===== src/rtl/demo_burst_seq_pkg.sv =====
// Shared types and defaults for the burst sequencer slice.
// Latency: n/a (declarations only).
// Backpressure: n/a.
package demo_seq_pkg;

  // Sequencer control states; FETCH and STORE are visited only by write and read bursts respectively.
  typedef enum logic [2:0] {
    ST_IDLE      = 3'd0,
    ST_FETCH     = 3'd1,
    ST_ISSUE     = 3'd2,
    ST_WAIT_ACC  = 3'd3,
    ST_WAIT_DONE = 3'd4,
    ST_STORE     = 3'd5,
    ST_NEXT      = 3'd6
  } seq_state_t;

  // Conventional base of the slave window used by bring-up bursts.
  localparam logic [15:0] DEF_BASE_ADDR = 16'h8800;
  // Read bursts land this many RAM words above the write-burst source area.
  localparam int          DEF_RD_OFFSET = 5;
  // Cycles allowed per master handshake phase before giving up.
  localparam int          DEF_TIMEOUT   = 1024;

endpackage


===== src/rtl/demo_burst_seq_if.sv =====
// Single-transfer master bus: one-cycle valid strobe, m_ready low = accepted, high again = done.
// Latency: wires only.
// Backpressure: slave holds m_ready high (idle) / low (busy); master waits on it per phase.
interface demo_burst_seq_if #(
  parameter int ADDR_WIDTH = 16,
  parameter int DATA_WIDTH = 8
);
  logic [ADDR_WIDTH-1:0] m_addr;
  logic [DATA_WIDTH-1:0] m_wdata;
  logic [DATA_WIDTH-1:0] m_rdata;
  logic                  m_valid;
  logic                  m_rw_mode;
  logic                  m_ready;

  modport master (
    output m_addr, m_wdata, m_valid, m_rw_mode,
    input  m_rdata, m_ready
  );

  modport slave (
    input  m_addr, m_wdata, m_valid, m_rw_mode,
    output m_rdata, m_ready
  );
endinterface


===== src/rtl/demo_burst_seq_scratch_ram.sv =====
// Single-port scratch RAM, DATA_WIDTH x 2^MEM_ADDR_WIDTH, contents not reset.
// Latency: write takes effect at the clock edge; read data q appears 1 cycle after addr.
// Backpressure: none, always accepts.
module seq_scratch_ram #(
  parameter int DATA_WIDTH     = 8,
  parameter int MEM_ADDR_WIDTH = 5
) (
  input  logic                      clk,
  input  logic                      we,
  input  logic [MEM_ADDR_WIDTH-1:0] addr,
  input  logic [DATA_WIDTH-1:0]     wdata,
  output logic [DATA_WIDTH-1:0]     q
);
  logic [DATA_WIDTH-1:0] mem [2**MEM_ADDR_WIDTH];

  // Registered read (old data on a same-address write) plus optional write.
  always_ff @(posedge clk) begin
    if (we) begin
      mem[addr] <= wdata;
    end
    q <= mem[addr];
  end
endmodule


===== src/rtl/demo_burst_seq.sv =====
// Burst sequencer: button falling edge launches N single transfers between scratch RAM and a master bus.
// Latency: write transfer = 2 fetch + issue + handshake + next; read = issue + handshake + store + next.
// Backpressure: each handshake phase waits on m_ready, bounded by TIMEOUT cycles (then err_timeout, abort).
module demo_burst_seq
  import demo_seq_pkg::*;
#(
  parameter int ADDR_WIDTH     = 16,
  parameter int DATA_WIDTH     = 8,
  parameter int MEM_ADDR_WIDTH = 5,
  parameter int LEN_WIDTH      = 4,
  parameter int RD_OFFSET      = DEF_RD_OFFSET,
  parameter int TIMEOUT        = DEF_TIMEOUT
) (
  input  logic                      clk,
  input  logic                      rstn,
  input  logic                      start,
  input  logic                      mode,
  input  logic [LEN_WIDTH-1:0]      burst_len,
  input  logic [ADDR_WIDTH-1:0]     base_addr,
  input  logic [ADDR_WIDTH-1:0]     stride,
  output logic                      ready,
  output logic                      err_timeout,
  output logic [LEN_WIDTH-1:0]      xfer_count,
  output logic [DATA_WIDTH-1:0]     last_rdata,
  demo_burst_seq_if.master          m_bus,
  input  logic                      host_we,
  input  logic [MEM_ADDR_WIDTH-1:0] host_addr,
  input  logic [DATA_WIDTH-1:0]     host_wdata,
  output logic [DATA_WIDTH-1:0]     host_rdata
);
  localparam int TMO_W = $clog2(TIMEOUT + 1);

  seq_state_t state;
  seq_state_t state_nxt;

  logic                      start_prev;
  logic                      trig;
  logic                      accept;
  logic                      last_xfer;
  logic                      tmo_hit;
  logic                      fetch_ph;
  logic [TMO_W-1:0]          tmo_cnt;
  logic [LEN_WIDTH-1:0]      idx;
  logic [LEN_WIDTH-1:0]      len_q;
  logic [ADDR_WIDTH-1:0]     stride_q;
  logic [ADDR_WIDTH-1:0]     addr_q;
  logic [DATA_WIDTH-1:0]     wdata_q;
  logic                      valid_q;
  logic                      rw_mode_q;

  logic                      ram_we;
  logic [MEM_ADDR_WIDTH-1:0] ram_addr;
  logic [MEM_ADDR_WIDTH-1:0] seq_ram_addr;
  logic [DATA_WIDTH-1:0]     ram_wdata;
  logic [DATA_WIDTH-1:0]     ram_q;

  // A button press is a high-to-low transition of the active-low start input.
  assign trig      = start_prev & ~start;
  assign accept    = (state == ST_IDLE) && trig && (burst_len != '0);
  assign last_xfer = (idx == len_q - LEN_WIDTH'(1));
  assign tmo_hit   = (tmo_cnt == TMO_W'(TIMEOUT - 1));

  // Write bursts source RAM[idx]; read bursts land at RAM[idx + RD_OFFSET], both wrapping at RAM depth.
  assign seq_ram_addr = rw_mode_q ? MEM_ADDR_WIDTH'(idx)
                                  : MEM_ADDR_WIDTH'(idx) + MEM_ADDR_WIDTH'(RD_OFFSET);

  assign m_bus.m_addr    = addr_q;
  assign m_bus.m_wdata   = wdata_q;
  assign m_bus.m_valid   = valid_q;
  assign m_bus.m_rw_mode = rw_mode_q;
  assign host_rdata      = ram_q;

  seq_scratch_ram #(
    .DATA_WIDTH     (DATA_WIDTH),
    .MEM_ADDR_WIDTH (MEM_ADDR_WIDTH)
  ) u_ram (
    .clk   (clk),
    .we    (ram_we),
    .addr  (ram_addr),
    .wdata (ram_wdata),
    .q     (ram_q)
  );

  // State register; reset forces IDLE on the next edge even mid-handshake.
  always_ff @(posedge clk) begin
    if (!rstn) begin
      state <= ST_IDLE;
    end else begin
      state <= state_nxt;
    end
  end

  // Next-state: walk one transfer at a time, abort to IDLE when a handshake phase times out.
  always_comb begin
    state_nxt = state;
    case (state)
      ST_IDLE: begin
        if (accept) begin
          state_nxt = mode ? ST_FETCH : ST_ISSUE;
        end
      end
      ST_FETCH: begin
        if (fetch_ph) begin
          state_nxt = ST_ISSUE;
        end
      end
      ST_ISSUE: begin
        state_nxt = ST_WAIT_ACC;
      end
      ST_WAIT_ACC: begin
        if (!m_bus.m_ready) begin
          state_nxt = ST_WAIT_DONE;
        end else if (tmo_hit) begin
          state_nxt = ST_IDLE;
        end
      end
      ST_WAIT_DONE: begin
        if (m_bus.m_ready) begin
          state_nxt = rw_mode_q ? ST_NEXT : ST_STORE;
        end else if (tmo_hit) begin
          state_nxt = ST_IDLE;
        end
      end
      ST_STORE: begin
        state_nxt = ST_NEXT;
      end
      ST_NEXT: begin
        if (last_xfer) begin
          state_nxt = ST_IDLE;
        end else begin
          state_nxt = rw_mode_q ? ST_FETCH : ST_ISSUE;
        end
      end
      default: begin
        state_nxt = ST_IDLE;
      end
    endcase
  end

  // Outputs: host owns the RAM port in IDLE; otherwise the sequencer does and writes only in STORE.
  always_comb begin
    ready     = (state == ST_IDLE);
    ram_we    = 1'b0;
    ram_addr  = seq_ram_addr;
    ram_wdata = m_bus.m_rdata;
    if (state == ST_IDLE) begin
      ram_we    = host_we;
      ram_addr  = host_addr;
      ram_wdata = host_wdata;
    end else if (state == ST_STORE) begin
      ram_we    = 1'b1;
    end
  end

  // Datapath: burst parameters, address/data staging, counters and status flags.
  always_ff @(posedge clk) begin
    if (!rstn) begin
      start_prev  <= 1'b1;
      valid_q     <= 1'b0;
      rw_mode_q   <= 1'b0;
      err_timeout <= 1'b0;
      xfer_count  <= '0;
      last_rdata  <= '0;
      addr_q      <= '0;
      wdata_q     <= '0;
      idx         <= '0;
      len_q       <= '0;
      stride_q    <= '0;
      fetch_ph    <= 1'b0;
      tmo_cnt     <= '0;
    end else begin
      start_prev <= start;
      // Strobe exactly while the FSM sits in ISSUE.
      valid_q    <= (state_nxt == ST_ISSUE);
      fetch_ph   <= (state == ST_FETCH) ? ~fetch_ph : 1'b0;

      // Restart the phase timer on every state change so each wait phase gets a full budget.
      if (state_nxt != state) begin
        tmo_cnt <= '0;
      end else if (state == ST_WAIT_ACC || state == ST_WAIT_DONE) begin
        tmo_cnt <= tmo_cnt + TMO_W'(1);
      end

      case (state)
        ST_IDLE: begin
          if (accept) begin
            rw_mode_q   <= mode;
            len_q       <= burst_len;
            stride_q    <= stride;
            addr_q      <= base_addr;
            err_timeout <= 1'b0;
            xfer_count  <= '0;
            idx         <= '0;
          end
        end
        ST_FETCH: begin
          // Second fetch cycle: RAM q now holds the word addressed in the first.
          if (fetch_ph) begin
            wdata_q <= ram_q;
          end
        end
        ST_WAIT_ACC: begin
          if (m_bus.m_ready && tmo_hit) begin
            err_timeout <= 1'b1;
          end
        end
        ST_WAIT_DONE: begin
          if (!m_bus.m_ready && tmo_hit) begin
            err_timeout <= 1'b1;
          end
        end
        ST_STORE: begin
          last_rdata <= m_bus.m_rdata;
        end
        ST_NEXT: begin
          xfer_count <= xfer_count + LEN_WIDTH'(1);
          // Address advances incrementally, giving base + idx*stride with natural wrap.
          if (!last_xfer) begin
            idx    <= idx + LEN_WIDTH'(1);
            addr_q <= addr_q + stride_q;
          end
        end
        default: begin
        end
      endcase
    end
  end

endmodule


===== src/flat_wrapper.sv =====
// flat-port wrapper written by rule: the top's interface ports become plain ports
module demo_burst_seq_flat import demo_seq_pkg::*;
#(
  parameter int ADDR_WIDTH     = 16,
  parameter int DATA_WIDTH     = 8,
  parameter int MEM_ADDR_WIDTH = 5,
  parameter int LEN_WIDTH      = 4,
  parameter int RD_OFFSET      = DEF_RD_OFFSET,
  parameter int TIMEOUT        = DEF_TIMEOUT
)
  (clk, rstn, start, mode, burst_len, base_addr, stride, ready, err_timeout, xfer_count, last_rdata, host_we, host_addr, host_wdata, host_rdata, m_bus_m_addr, m_bus_m_wdata, m_bus_m_valid, m_bus_m_rw_mode, m_bus_m_rdata, m_bus_m_ready);
  demo_burst_seq_if #(.ADDR_WIDTH(ADDR_WIDTH), .DATA_WIDTH(DATA_WIDTH)) m_bus_i ();
  input  logic clk;
  input  logic rstn;
  input  logic start;
  input  logic mode;
  input  logic [LEN_WIDTH-1:0] burst_len;
  input  logic [ADDR_WIDTH-1:0] base_addr;
  input  logic [ADDR_WIDTH-1:0] stride;
  output logic ready;
  output logic err_timeout;
  output logic [LEN_WIDTH-1:0] xfer_count;
  output logic [DATA_WIDTH-1:0] last_rdata;
  input  logic host_we;
  input  logic [MEM_ADDR_WIDTH-1:0] host_addr;
  input  logic [DATA_WIDTH-1:0] host_wdata;
  output logic [DATA_WIDTH-1:0] host_rdata;
  output wire logic [$bits(m_bus_i.m_addr)-1:0] m_bus_m_addr;
  output wire logic [$bits(m_bus_i.m_wdata)-1:0] m_bus_m_wdata;
  output wire logic [$bits(m_bus_i.m_valid)-1:0] m_bus_m_valid;
  output wire logic [$bits(m_bus_i.m_rw_mode)-1:0] m_bus_m_rw_mode;
  input wire logic [$bits(m_bus_i.m_rdata)-1:0] m_bus_m_rdata;
  input wire logic [$bits(m_bus_i.m_ready)-1:0] m_bus_m_ready;
  assign m_bus_m_addr = m_bus_i.m_addr;
  assign m_bus_m_wdata = m_bus_i.m_wdata;
  assign m_bus_m_valid = m_bus_i.m_valid;
  assign m_bus_m_rw_mode = m_bus_i.m_rw_mode;
  assign m_bus_i.m_rdata = m_bus_m_rdata;
  assign m_bus_i.m_ready = m_bus_m_ready;
  demo_burst_seq #(.ADDR_WIDTH(ADDR_WIDTH), .DATA_WIDTH(DATA_WIDTH), .MEM_ADDR_WIDTH(MEM_ADDR_WIDTH), .LEN_WIDTH(LEN_WIDTH), .RD_OFFSET(RD_OFFSET), .TIMEOUT(TIMEOUT)) u_core (.clk(clk), .rstn(rstn), .start(start), .mode(mode), .burst_len(burst_len), .base_addr(base_addr), .stride(stride), .ready(ready), .err_timeout(err_timeout), .xfer_count(xfer_count), .last_rdata(last_rdata), .m_bus(m_bus_i), .host_we(host_we), .host_addr(host_addr), .host_wdata(host_wdata), .host_rdata(host_rdata));
endmodule

===== config.mk =====
export PLATFORM = sky130hd
export DESIGN_NAME = demo_burst_seq_flat
export DESIGN_NICKNAME = d
export VERILOG_FILES = /design/src/rtl/demo_burst_seq_pkg.sv /design/src/rtl/demo_burst_seq_if.sv /design/src/rtl/demo_burst_seq_scratch_ram.sv /design/src/rtl/demo_burst_seq.sv /design/src/flat_wrapper.sv
export SDC_FILE = /design/constraint.sdc
export NUM_CORES = 1
export LEC_CHECK = 0
export BUFFER_PORTS_ARGS = -buffer_cell sky130_fd_sc_hd__buf_2
export CAP_MARGIN = 40
export CORE_MARGIN = 5
export CORE_UTILIZATION = 45
export CTS_BUF_LIST = sky130_fd_sc_hd__clkbuf_16
export DETAILED_ROUTE_END_ITERATION = 10
export SYNTH_ARGS = -nofsm -noshare
export SYNTH_HDL_FRONTEND = slang
export SYNTH_SLANG_ARGS = --single-unit
export TNS_END_PERCENT = 50

===== constraint.sdc =====
create_clock -name clk -period 3 [get_ports clk]
set_input_delay 0.15 -clock clk [delete_from_list [all_inputs] [get_ports clk]]
set_output_delay 0.15 -clock clk [all_outputs]
set_load 0.01 [all_outputs]

==> summary.txt <==
Synthesis
  – Syn Nets: 1057
  – Synth area leaders: edfxtp_1 54%, dfxtp_1 12%, mux4_2 10%
  – Post-synth top area share: 0.543
  – Number of enable flip-flop cells after synthesis: 256
  – Post-synth ARST share: 0
  – Yosys reg bits: 343
  – Syn avg cell area: 14.5 sq um
  – Gate count of the mapped netlist: 974
  – Seq/Total Area, Yosys: 0.666
  – Leading area contributor after synthesis: edfxtp_1
  – Yosys cell types: 58
  – Yosys warning total: 0
  – Primary FF master, synth: edfxtp_1
  – Netlist Area Pre-Place: 0.0141 sq mm

Layout
  – Diode count: 0
  – Commonest non-fill, non-tap cell in the layout: edfxtp_1
  – Commonest non-fill, non-tap cells in the layout: 256 x edfxtp_1, 110 x nand2_1, 110 x buf_2
  – Final core occ: 0.548
  – P&R area growth vs syn: 21.4%
  – Layout Nets: 1269
  – Layout cell share with drive strength beyond 1: 0.254

Outcome
  – Status: finished, final reports clean

Power
  – Worst vdd ir: 0.382 mV
  – PD cells: 704 mW/mm^2
  – P_leak: 6.13 nW
  – Total Power: 12.1 mW

Global routing
  – Total track usage: 0.189
  – Vias in the first global route: 8864
  – Global-route wire length before repair: 52100 um
  – Pin count of the biggest net entering global routing: 56
  – Initial antenna violation count: 0
  – Total grt overflow: 0

Placement
  – Post-place setup slack: 335 ps
  – Port buffer count: 110
  – Post-DP HPWL: 21900 um
  – Final Wtd Congestion: 0.862

Floorplan
  – Site Rows: 65
  – Core area: 0.0313 sq mm
  – Die Area: 0.0351 sq mm
  – Initial Util: 0.452
  – Die Height: 187 um
  – Chip width: 187 um
  – # IOs: 111

Critical path
  – Worst Path Max Fanout: 31
  – Worst r2r path cells: 7
  – WP data arrival: 3030 ps
  – CP Capture Type: flip-flop
  – Crit path required time: 3370 ps
  – WS Path Type: reg2reg
  – Crit path launch type: flip-flop

Timing
  – Setup ws final: 343 ps
  – Final Hold Fails: 0
  – FMAX: 0.376 GHz
  – Setup TNS Final: 0 ps
  – Setup Skew: 15.0 ps
  – Period utilization: 0.886
  – Fin. max-slew vios: 0
  – Slew @ Worst Pin: 776 ps
  – Final setup vio count: 0
  – RSZ-0062 raised after global routing: no
  – Relative slew slack: 0.483
  – Final min period: 2660 ps

Min path
  – Hold Crit Depth: 3
  – Tightest Hold Check Type: in2reg

Route
  – 1st-pass router iterations: 4
  – Wire length per cell: 20.7 um
  – Vias/cell: 5.53
  – Routed WL: 33400 um
  – Number of remaining DRC errors: 0
  – Antenna viol nets, final: 0
  – Vias: 8915
  – DR iter-0 viols: 790

CTS
  – CTS Buffer Depth: 3
  – Clock Pin Slew Worst Setup and Hold Paths: 60 ps
  – # clock sinks: 343
  – TritonCTS clock tree: done
  – Num CTS Buffers: 38
  – Clock root buffer: clkbuf_16
  – CTS H-Tree Depth: 2
  – Worst-Skew Late Latency: 510 ps

Job
  – Max-Cap Viols: 0
[registers in the layout, summed over array words and instances (netlist names), 8 cells and up]
name,flops
u_core.u_ram.mem,256
u_core.m_bus.m_addr,16
u_core.stride_q,16
u_core.tmo_cnt,11
u_core.last_rdata,8
u_core.m_bus.m_wdata,8
u_core.u_ram.q,8
[cell usage after synthesis, types with 8 or more instances]
library cell / instances
nand3_1: 22
buf_2: 15
nor2_2: 10
xnor2_1: 16
a21oi_1: 53
mux2i_1: 11
mux4_2: 64
o21ai_0: 22
ha_1: 19
xor2_1: 17
a22oi_1: 33
clkbuf_1: 22
nand4_1: 15
mux2_2: 10
dfxtp_1: 87
nand2_1: 110
nor2_1: 94
edfxtp_1: 256
inv_1: 8
[worst paths after layout]
check                             from                      end  slack [ps]
hold reg to reg   u_core.last_rdata[0]     u_core.last_rdata[0]         460
hold / removal                    rstn  u_core.m_bus.m_addr[10]          30
setup / recovery         u_core.idx[0]        u_core.u_ram.q[0]         340
setup reg to reg         u_core.idx[0]        u_core.u_ram.q[0]         340
[area by class of cell]
class | instances | area (sq um)
Fill cell | 2516 | 14100
Sequential cell | 343 | 9430
Multi-Input combinational cell | 577 | 4490
Timing Repair Buffer | 217 | 1530
Clock buffer | 39 | 976
Tap cell | 402 | 503
Clock inverter | 26 | 209
Inverter | 9 | 33.8
[metrics by stage]
step	std cells	cell area, sq um	hold slack (ps)
detailed placement	1502	15500	388
CTS	1613	17200	11.2
floorplan	974	14100	251
finish	1613	17200	30.6
global placement	1501	15500	379
global route	1613	17200	26.3
[logic make-up (layout without fill, tap and decap cells)]
group           Yosys count  count (layout)  share of synthesized area
mux                      85              85                      0.118
simple gates            285             285                     0.0904
fa+ha+maj                20              20                     0.0182
xor+xnor                 33              33                     0.0204
compound gates          154             154                     0.0697
flops                   343             343                      0.666
buf+inv                  54             291                     0.0173
[metal layers]
metal  vias up  track usage  share of wire
li1       4154            -              -
met1      4439        0.266           0.44
met2       276        0.311           0.47
met3        46       0.0360          0.066
met4         0       0.0407          0.016
met5         -            0              0
[critical path, cell delays in order, from the launching register on]
cell	delay [ps]
dfxtp_1	390
ha_1	340
mux2i_1	130
o21ai_4	490
buf_12	280
mux4_2	330
a22oi_1	360
nand4_1	150
[repair_timing]
action | 4_1_cts | 5_1_grt
hold buffers | 46 | 0
endpoints found under the hold margin | 45 | 0
setup buffers | 0 | 0
gates resized for setup | 0 | 0
[power breakdown]
| group | switching, mW | internal (mW) |
|---|---|---|
| combinational | 1.21 | 0.877 |
| clock | 1.75 | 2.68 |
| sequential | 0.144 | 5.43 |
Note: power is estimated with default switching activity, not from simulation.
